--- config.mk ---
export PLATFORM = sky130hd
export DESIGN_NAME = atom_npu_driver_flat
export DESIGN_NICKNAME = d
export VERILOG_FILES = /design/src/rtl/atom_npu_driver_if.sv /design/src/rtl/atom_npu_driver.sv /design/src/flat_wrapper.sv
export SDC_FILE = /design/constraint.sdc
export NUM_CORES = 1
export LEC_CHECK = 0
export CORE_ASPECT_RATIO = 0.6
export CORE_MARGIN = 5
export CORE_UTILIZATION = 30
export CTS_CLUSTER_SIZE = 40
export DETAILED_ROUTE_END_ITERATION = 12
export SLEW_MARGIN = 20
export SYNTH_ARGS = -nofsm -noshare
export SYNTH_HDL_FRONTEND = slang
export SYNTH_SLANG_ARGS = --single-unit
--- constraint.sdc ---
create_clock -name clk -period 2.3 [get_ports clk]
set_clock_uncertainty 0.05 [all_clocks]
set_input_delay 0.345 -clock clk [delete_from_list [all_inputs] [get_ports clk]]
set_output_delay 0.345 -clock clk [all_outputs]
set_load 0.02 [all_outputs]
--- src/rtl/atom_npu_driver_if.sv ---
// Host/core handshake bundle for atom_npu_driver: operand push, batch control,
// core start/done pair and the per-job result stream.
interface atom_npu_driver_if;
    logic       op_valid;
    logic       op_ready;
    logic [3:0] op_input;
    logic [3:0] op_weight;
    logic       run;
    logic       busy;
    logic       core_start;
    logic [3:0] core_input;
    logic [3:0] core_weight;
    logic [3:0] core_result;
    logic       core_done;
    logic       res_valid;
    logic [3:0] res_data;
    logic       res_ready;
    logic [7:0] sum_out;
    logic       sum_valid;
    logic       err_timeout;

    modport slave (
        input  op_valid, op_input, op_weight, run, core_result, core_done, res_ready,
        output op_ready, busy, core_start, core_input, core_weight,
               res_valid, res_data, sum_out, sum_valid, err_timeout
    );

    modport master (
        output op_valid, op_input, op_weight, run, core_result, core_done, res_ready,
        input  op_ready, busy, core_start, core_input, core_weight,
               res_valid, res_data, sum_out, sum_valid, err_timeout
    );
endinterface

--- src/rtl/atom_npu_driver.sv ---
// Batch initiator for atom_npu_core: buffers operand pairs, issues one job at a
// time, streams results with backpressure and reports a saturating batch sum.
module atom_npu_driver #(
    parameter int DEPTH   = 4,
    parameter int TIMEOUT = 15
) (
    input  logic clk,
    input  logic rst_n,
    atom_npu_driver_if.slave bus
);
    localparam int PW = $clog2(DEPTH);
    localparam int CW = PW + 1;
    localparam int TW = $clog2(TIMEOUT + 1);

    typedef enum logic [2:0] {
        S_IDLE, S_ISSUE, S_WAIT, S_EMIT, S_FINISH
    } state_t;

    state_t        state;
    logic [7:0]    mem [DEPTH];
    logic [PW-1:0] rd_ptr, wr_ptr, rd_nxt;
    logic [CW-1:0] count;
    logic [TW-1:0] timer;
    logic [3:0]    cin_q, cwt_q, res_q;
    logic [7:0]    sum_q;
    logic          err_q;

    logic          push, pop, flush, go;
    logic [7:0]    head, head_nxt;
    logic [8:0]    sum_ext;

    assign bus.op_ready    = (state == S_IDLE) && (count < CW'(DEPTH));
    assign bus.busy        = (state != S_IDLE);
    assign bus.core_start  = (state == S_ISSUE);
    assign bus.res_valid   = (state == S_EMIT);
    assign bus.sum_valid   = (state == S_FINISH);
    assign bus.core_input  = cin_q;
    assign bus.core_weight = cwt_q;
    assign bus.res_data    = res_q;
    assign bus.sum_out     = sum_q;
    assign bus.err_timeout = err_q;

    assign push   = bus.op_valid && bus.op_ready;
    // A pair pushed in the run cycle counts toward the batch, even into an empty buffer.
    assign go     = (state == S_IDLE) && bus.run && ((count != '0) || push);
    assign pop    = (state == S_EMIT) && bus.res_ready;
    assign flush  = (state == S_WAIT) && !bus.core_done && (timer == TW'(TIMEOUT - 1));
    assign rd_nxt = rd_ptr + 1'b1;
    assign head   = (count == '0) ? {bus.op_weight, bus.op_input} : mem[rd_ptr];
    assign head_nxt = mem[rd_nxt];
    assign sum_ext  = {1'b0, sum_q} + {5'b0, bus.core_result};

    always_ff @(posedge clk or negedge rst_n) begin
        if (!rst_n) begin
            state  <= S_IDLE;
            rd_ptr <= '0;
            wr_ptr <= '0;
            count  <= '0;
            timer  <= '0;
            cin_q  <= '0;
            cwt_q  <= '0;
            res_q  <= '0;
            sum_q  <= '0;
            err_q  <= 1'b0;
            for (int i = 0; i < DEPTH; i++) mem[i] <= '0;
        end else begin
            if (push) begin
                mem[wr_ptr] <= {bus.op_weight, bus.op_input};
                wr_ptr      <= wr_ptr + 1'b1;
            end

            if (flush)      count <= '0;
            else if (push)  count <= count + 1'b1;
            else if (pop)   count <= count - 1'b1;

            case (state)
                S_IDLE: if (go) begin
                    state <= S_ISSUE;
                    sum_q <= '0;
                    err_q <= 1'b0;
                    cin_q <= head[3:0];
                    cwt_q <= head[7:4];
                end
                S_ISSUE: begin
                    timer <= '0;
                    state <= S_WAIT;
                end
                S_WAIT: begin
                    if (bus.core_done) begin
                        res_q <= bus.core_result;
                        sum_q <= sum_ext[8] ? 8'hFF : sum_ext[7:0];
                        state <= S_EMIT;
                    end else if (flush) begin
                        err_q  <= 1'b1;
                        rd_ptr <= wr_ptr;
                        state  <= S_FINISH;
                    end else begin
                        timer <= timer + 1'b1;
                    end
                end
                S_EMIT: if (pop) begin
                    rd_ptr <= rd_nxt;
                    if (count == CW'(1)) begin
                        state <= S_FINISH;
                    end else begin
                        cin_q <= head_nxt[3:0];
                        cwt_q <= head_nxt[7:4];
                        state <= S_ISSUE;
                    end
                end
                S_FINISH: state <= S_IDLE;
                default:  state <= S_IDLE;
            endcase
        end
    end
endmodule

--- src/flat_wrapper.sv ---
// flat-port wrapper written by rule: the top's interface ports become plain ports
module atom_npu_driver_flat 
#(
    parameter int DEPTH   = 4,
    parameter int TIMEOUT = 15
)
  (clk, rst_n, bus_op_valid, bus_op_input, bus_op_weight, bus_run, bus_core_result, bus_core_done, bus_res_ready, bus_op_ready, bus_busy, bus_core_start, bus_core_input, bus_core_weight, bus_res_valid, bus_res_data, bus_sum_out, bus_sum_valid, bus_err_timeout);
  atom_npu_driver_if bus_i ();
  input  logic clk;
  input  logic rst_n;
  input wire logic [$bits(bus_i.op_valid)-1:0] bus_op_valid;
  input wire logic [$bits(bus_i.op_input)-1:0] bus_op_input;
  input wire logic [$bits(bus_i.op_weight)-1:0] bus_op_weight;
  input wire logic [$bits(bus_i.run)-1:0] bus_run;
  input wire logic [$bits(bus_i.core_result)-1:0] bus_core_result;
  input wire logic [$bits(bus_i.core_done)-1:0] bus_core_done;
  input wire logic [$bits(bus_i.res_ready)-1:0] bus_res_ready;
  output wire logic [$bits(bus_i.op_ready)-1:0] bus_op_ready;
  output wire logic [$bits(bus_i.busy)-1:0] bus_busy;
  output wire logic [$bits(bus_i.core_start)-1:0] bus_core_start;
  output wire logic [$bits(bus_i.core_input)-1:0] bus_core_input;
  output wire logic [$bits(bus_i.core_weight)-1:0] bus_core_weight;
  output wire logic [$bits(bus_i.res_valid)-1:0] bus_res_valid;
  output wire logic [$bits(bus_i.res_data)-1:0] bus_res_data;
  output wire logic [$bits(bus_i.sum_out)-1:0] bus_sum_out;
  output wire logic [$bits(bus_i.sum_valid)-1:0] bus_sum_valid;
  output wire logic [$bits(bus_i.err_timeout)-1:0] bus_err_timeout;
  assign bus_i.op_valid = bus_op_valid;
  assign bus_i.op_input = bus_op_input;
  assign bus_i.op_weight = bus_op_weight;
  assign bus_i.run = bus_run;
  assign bus_i.core_result = bus_core_result;
  assign bus_i.core_done = bus_core_done;
  assign bus_i.res_ready = bus_res_ready;
  assign bus_op_ready = bus_i.op_ready;
  assign bus_busy = bus_i.busy;
  assign bus_core_start = bus_i.core_start;
  assign bus_core_input = bus_i.core_input;
  assign bus_core_weight = bus_i.core_weight;
  assign bus_res_valid = bus_i.res_valid;
  assign bus_res_data = bus_i.res_data;
  assign bus_sum_out = bus_i.sum_out;
  assign bus_sum_valid = bus_i.sum_valid;
  assign bus_err_timeout = bus_i.err_timeout;
  atom_npu_driver #(.DEPTH(DEPTH), .TIMEOUT(TIMEOUT)) u_core (.clk(clk), .rst_n(rst_n), .bus(bus_i));
endmodule
==> results of run 1 <==
metal layers:
metal	global-route usage	vias up	wire length [um]	share of wire
met2	0.177	57	4060	0.44
li1	-	1357	-	-
met1	0.180	1413	4650	0.50
met3	0.0338	13	431	0.046
met5	0	-	0	0
met4	0.0439	0	159	0.017
synthesized netlist by cell type, types with 2 or more instances:
master	instances
nand3_1	13
or3_1	8
a21oi_1	15
mux2_2	16
o211ai_1	2
ha_1	14
buf_4	3
mux2_4	32
a21o_1	12
nand2_1	28
a22oi_1	3
nand2_8	4
and2_1	2
xor2_1	4
nor2_1	12
buf_2	5
nand2b_1	2
o21ai_0	10
buf_6	2
nand3b_1	2
nor2b_1	2
nor3b_1	2
a311oi_1	8
buf_1	2
and3_1	5
xnor2_1	2
clkbuf_1	5
inv_1	10
a211o_1	2
mux2i_1	10
nand4bb_1	2
o22ai_1	10
dfrtp_1	67
critical path: cells and delay by family (launching register included):
kind                   cells  cell delay [ns]
flip-flops                 1             0.41
AND/OR/NAND/NOR            1             0.23
buffers and inverters      2             0.85
layout make-up:
class	instances	share of cell area
inverter	11	0.00831
timing repair buffer	59	0.115
sequential	67	0.337
multi-input combinational	244	0.428
tap	170	0.0428
clock buffer	11	0.0488
clock inverter	5	0.0201
how the worst min path moves through the flow:
stage,startpoint,slack [ns],endpoint,depth (start not counted)
2_1_floorplan,rst_n,-0.0006,u_core.bus.core_input[0],0
3_3_place_gp,rst_n,0.29,u_core.count[0],1
3_5_place_dp,rst_n,0.29,u_core.count[0],1
4_1_cts,u_core.bus.res_data[1],0.43,u_core.bus.res_data[1],2
5_1_grt,u_core.bus.res_data[1],0.43,u_core.bus.res_data[1],2
6_report,u_core.bus.res_data[1],0.42,u_core.bus.res_data[1],2
kinds of logic after synthesis:
kind of cell / Yosys count
buffers and inverters: 29
AND/OR/NAND/NOR: 93
AO/OA/AOI/OAI: 72
multiplexers: 58
XOR/XNOR: 6
adder cells (fa/ha/maj): 15
flip-flops: 67
timing repair:
action,4_1_cts,5_1_grt
hold buffers,1,0
gates resized for setup,3,0
buffers inserted,1,0
hold endpoints to repair,18,0
endpoints found under the setup margin,4,0
per-stage QoR:
stage	hold WS (ns)	utilization	worst slack [ns]	std cells	total power, uW
6_report	0.418	0.386	0.0921	567	6900
5_1_grt	0.433	0.386	0.0294	567	7350
4_1_cts	0.427	0.386	0.0545	567	6970
3_5_place_dp	0.292	0.358	-0.136	549	5340
3_3_place_gp	0.294	0.358	-0.107	549	5240
2_1_floorplan	-0.000591	-	0.278	340	4400
report_power, final:
group          internal, uW  total (uW)  switching, uW
clock network          1080        1580            498
logic                  1670        3270           1600
registers              1680        2050            364
total                  4440        6900           2460
flip-flops by register name, indices dropped and copies added (netlist names), 3 cells and up:
name	count
u_core.bus.sum_out	8
u_core.timer	4
u_core.count	3
u_core.bus.core_input	4
u_core.mem	32
u_core.bus.core_weight	4
u_core.state	3
u_core.bus.res_data	4
==> impl_metrics.json, run 1 <==
{
  "cts-root-buf": "clkbuf_16",
  "dieArea_um2": 15700,
  "place_hpwl_um": 6660,
  "grt_pass1_wl_um": 15300,
  "relSlewSlack": 0.671,
  "drc": 0,
  "finalWirelength_um": 9310,
  "mappedNetlistNets": 373,
  "final_common_cell": "dfrtp_1",
  "grt-ovfl-total": 0,
  "wire_per_inst_um": 16.4,
  "grt_max_degree": 50,
  "critPathLaunchType": "register",
  "most-common-layout-cells": "67 x dfrtp_1, 39 x clkdlybuf4s50_1, 32 x mux2_4",
  "dpl-instance-area_um2": 4610,
  "seq_area_um2": 1680,
  "drive_gt1_frac": 0.239,
  "drt-initial-drc-count": 221,
  "required_ns": 1.90,
  "synthesis.area_um2": 3960,
  "synth-adder-area-share": 0.0493,
  "setup_viol": 0,
  "synth.area.mux_share": 0.192,
  "numCtsBuffers": 9,
  "synth_edf_count": 0,
  "antenna-diode-count": 0,
  "peakVddDrop_v": 0.000436,
  "r2r_cells": 6,
  "synth_seq_cells": 67,
  "yosys_warnings": 0,
  "syn_to_final_growth_pct": 25.5,
  "gp_congestion": 0.757,
  "leakagePower_uw": 0.00236,
  "synthCells": 340,
  "fmax_ghz": 0.453,
  "fp-row-count": 32,
  "synth_simple_gate_area_frac": 0.149,
  "reg2reg_slack_ns": 0.24,
  "grt_pass1_vias": 2892,
  "slew_viol_final": 0,
  "min_path_type": "register to register",
  "synth_area_leaders": "dfrtp_1 42%, mux2_4 12%, mux2_2 4.5%",
  "postSynthAreaPerCell_um2": 11.7,
  "insertion_delay_ns": 0.33,
  "status": "completed",
  "arrival_ns": 1.81,
  "fin_crit_ns": 2.21,
  "synth_xor_area_frac": 0.0133,
  "critPathMaxStageDelay_ns": 0.65,
  "yosysSeqAreaShare": 0.423,
  "antenna_found_initial": 0,
  "final_area_um2": 4970,
  "clk_pin_slew_ns": 0.06,
  "start_util": 0.307,
  "ant_nets": 0,
  "max_cap_violations": 0,
  "fillers": 1242,
  "fin_tns_setup_ns": 0,
  "synth_cell_types": 57,
  "cp-startpoint": "u_core.state[0]",
  "fin_nets": 425,
  "crit_path_end": "bus_sum_valid",
  "multi_input_area_um2": 2130,
  "rr_startpoint": "u_core.bus.sum_out[0]",
  "vias": 2840,
  "worst_slew_pin_slew_ns": 0.494,
  "r2r_end": "u_core.bus.sum_out[4]",
  "rsz0062_at_grt": "no",
  "synth_ff_type": "dfrtp_1",
  "cp_slowest_cell": "clkdlybuf4s50_1",
  "avgViaCountPerCell": 5.01,
  "core_area_um2": 12900,
  "period_share": 0.960,
  "cts.sink_count": 67,
  "cts_buffer_depth": 2,
  "cts_tree": "yes",
  "end_kind": "output pin",
  "yosysTopAreaCellShare": 0.423,
  "hold_viol": 0,
  "synth_top_cell_by_area": "dfrtp_1",
  "die_y_um": 99.0,
  "htreeDepth": 3,
  "port_buffers": 43,
  "synth_top_family_by_area": "multiplexers",
  "pin_count": 44,
  "synth-async-reset-ratio": 1.00,
  "synth_compound_area_frac": 0.133,
  "powerDensity_nw_per_um2": 1390,
  "first_pass_iters": 4,
  "die_w_um": 158,
  "track_usage": 0.124,
  "path_max_fanout": 10,
  "path_cells": "buf_4, nor3b_1, clkdlybuf4s50_1",
  "critical_path_class": "register to output pin"
}
No activity file was read; power rests on OpenSTA's default activity.
==> run 2: changes to the inputs <==
--- a/config.mk
+++ b/config.mk
@@ -7,9 +7,10 @@
 export LEC_CHECK = 0
 export CORE_ASPECT_RATIO = 0.6
 export CORE_MARGIN = 5
-export CORE_UTILIZATION = 30
+export CORE_UTILIZATION = 57
 export CTS_CLUSTER_SIZE = 40
 export DETAILED_ROUTE_END_ITERATION = 12
+export PLACE_DENSITY = 0.81
 export SLEW_MARGIN = 20
 export SYNTH_ARGS = -nofsm -noshare
 export SYNTH_HDL_FRONTEND = slang
==> run 2 against run 1 <==
Routed wire length down 5.0%. First-iteration DRC count rose by 12%. Non-clock buffer count up 2. Core utilization grew 33 points. Via count is 1.6% higher. Worst hold slack better by 0.0052 ns.
==> impl_metrics.json, run 2 (same netlist as run 1, synthesis figures left out) <==
{
  "wire_per_inst_um": 18.2,
  "most-common-layout-cells": "67 x dfrtp_1, 38 x clkdlybuf4s50_1, 32 x mux2_4",
  "min_from": "u_core.bus.core_input[0]",
  "peakVddDrop_v": 0.000746,
  "track_usage": 0.213,
  "fin_hold_ws_ns": 0.423,
  "final_common_cell": "dfrtp_1",
  "fin_crit_ns": 2.14,
  "drt-initial-drc-count": 247,
  "core_area_um2": 6710,
  "end_kind": "register",
  "first_pass_iters": 5,
  "reg2reg_slack_ns": 0.19,
  "top_register": "u_core.mem",
  "largest_reg_flops": 32,
  "final_cells": 486,
  "antenna_found_initial": 0,
  "clk_pin_slew_ns": 0.05,
  "cts.sink_count": 67,
  "period_share": 0.931,
  "min_path_type": "register to register",
  "switching_share": 0.371,
  "avgViaCountPerCell": 5.94,
  "antenna-diode-count": 0,
  "path_cells": "clkdlybuf4s50_1, ha_1, fa_1, a211o_1, o211ai_1, o21ai_0, o2bb2a_2",
  "worst_slew_pin_slew_ns": 0.538,
  "fmax_ghz": 0.467,
  "p_int_uw": 4220,
  "numCtsBuffers": 9,
  "pwr-share-comb": 0.491,
  "placed_cells": 468,
  "fin_tns_setup_ns": 0,
  "rsz0062_at_grt": "no",
  "grt_pass1_vias": 2836,
  "fp-row-count": 23,
  "seqPwrFrac": 0.307,
  "r2r_end": "u_core.bus.sum_out[4]",
  "arrival_ns": 2.36,
  "gp_congestion": 0.812,
  "grt_max_degree": 47,
  "path_max_fanout": 4,
  "cp_slowest_cell": "clkdlybuf4s50_1",
  "required_ns": 2.52,
  "cts-root-buf": "clkbuf_16",
  "r2r_cells": 6,
  "finalWirelength_um": 8850,
  "slew_viol_final": 0,
  "die_y_um": 74.6,
  "max_cap_violations": 0,
  "cts_tree": "yes",
  "cts_buffer_depth": 2,
  "power.total_uw": 6710,
  "critPathMaxStageDelay_ns": 0.43,
  "setup_viol": 0,
  "insertion_delay_ns": 0.33,
  "dieArea_um2": 8770,
  "critical_path_class": "input pin to register",
  "critPathLaunchType": "input pin",
  "drive_gt1_frac": 0.246,
  "pin_count": 44,
  "leakagePower_uw": 0.00236,
  "hold_viol": 0,
  "place_hpwl_um": 6180,
  "grt_pass1_wl_um": 14600,
  "vias": 2886,
  "port_buffers": 43,
  "drc": 0,
  "rr_startpoint": "u_core.bus.sum_out[0]",
  "relSlewSlack": 0.641,
  "hold_depth": 1,
  "cp-startpoint": "bus_core_result[0]",
  "syn_to_final_growth_pct": 21.7,
  "status": "completed",
  "die_w_um": 118,
  "p_sw_uw": 2490,
  "crit_path_end": "u_core.bus.sum_out[4]",
  "clock_power_share": 0.203,
  "fin_nets": 427,
  "ant_nets": 0,
  "start_util": 0.591,
  "powerDensity_nw_per_um2": 1390,
  "htreeDepth": 3,
  "grt-ovfl-total": 0
}
-- run 2: area by class of cell --
| class | instances | area, um^2 |
|---|---|---|
| clock inverter | 6 | 55.1 |
| multi-input combinational | 244 | 2130 |
| fill | 493 | 1880 |
| sequential | 67 | 1680 |
| tap | 87 | 109 |
| timing repair buffer | 61 | 574 |
| inverter | 11 | 41.3 |
| clock buffer | 10 | 239 |
-- run 2: critical path: cells and delay by family --
family | cells | cell delay (ns)
AO/OA/AOI/OAI | 4 | 0.95
adder cells (fa/ha/maj) | 2 | 0.63
buffers and inverters | 1 | 0.43
-- run 2: power by group through the flow --
| stage | Combinational (uW) | Sequential (uW) | Clock [uW] |
|---|---|---|---|
| floorplan | 2270 | 2130 | 0 |
| global placement | 3150 | 2030 | 0 |
| detailed placement | 3260 | 2050 | 0 |
| CTS | 3280 | 2050 | 1390 |
| global route | 3550 | 2130 | 1430 |
| finish | 3290 | 2060 | 1360 |
-- run 2: worst min-delay path by stage --
stage                                to  slack, ns
2_1_floorplan  u_core.bus.core_input[0]    -0.0006
3_3_place_gp            u_core.count[0]       0.30
3_5_place_dp            u_core.count[2]       0.30
4_1_cts          u_core.bus.res_data[3]       0.43
5_1_grt        u_core.bus.core_input[0]       0.44
6_report       u_core.bus.core_input[0]       0.42
-- run 2: repair_timing --
item	in CTS	in global routing
buffers inserted	1	0
resized for setup	3	1
hold endpoints to repair	21	0
gates cloned	0	0
endpoints found under the setup margin	4	1
hold buffers	1	0
pin swaps	1	0
-- run 2: through the flow --
stage	setup WS (ns)	util	instance area [um^2]
CTS	0.0593	0.719	4820
detailed placement	-0.155	0.673	4510
global placement	-0.0720	0.673	4510
global route	0.102	0.719	4820
floorplan	0.278	-	3960
finish	0.159	0.719	4820
-- run 2: layer usage --
metal,up-vias,share of wire,track usage
li1,1355,-,-
met4,0,0.017,0.0954
met2,100,0.44,0.310
met3,17,0.063,0.0540
met1,1414,0.48,0.305
met5,-,0,0
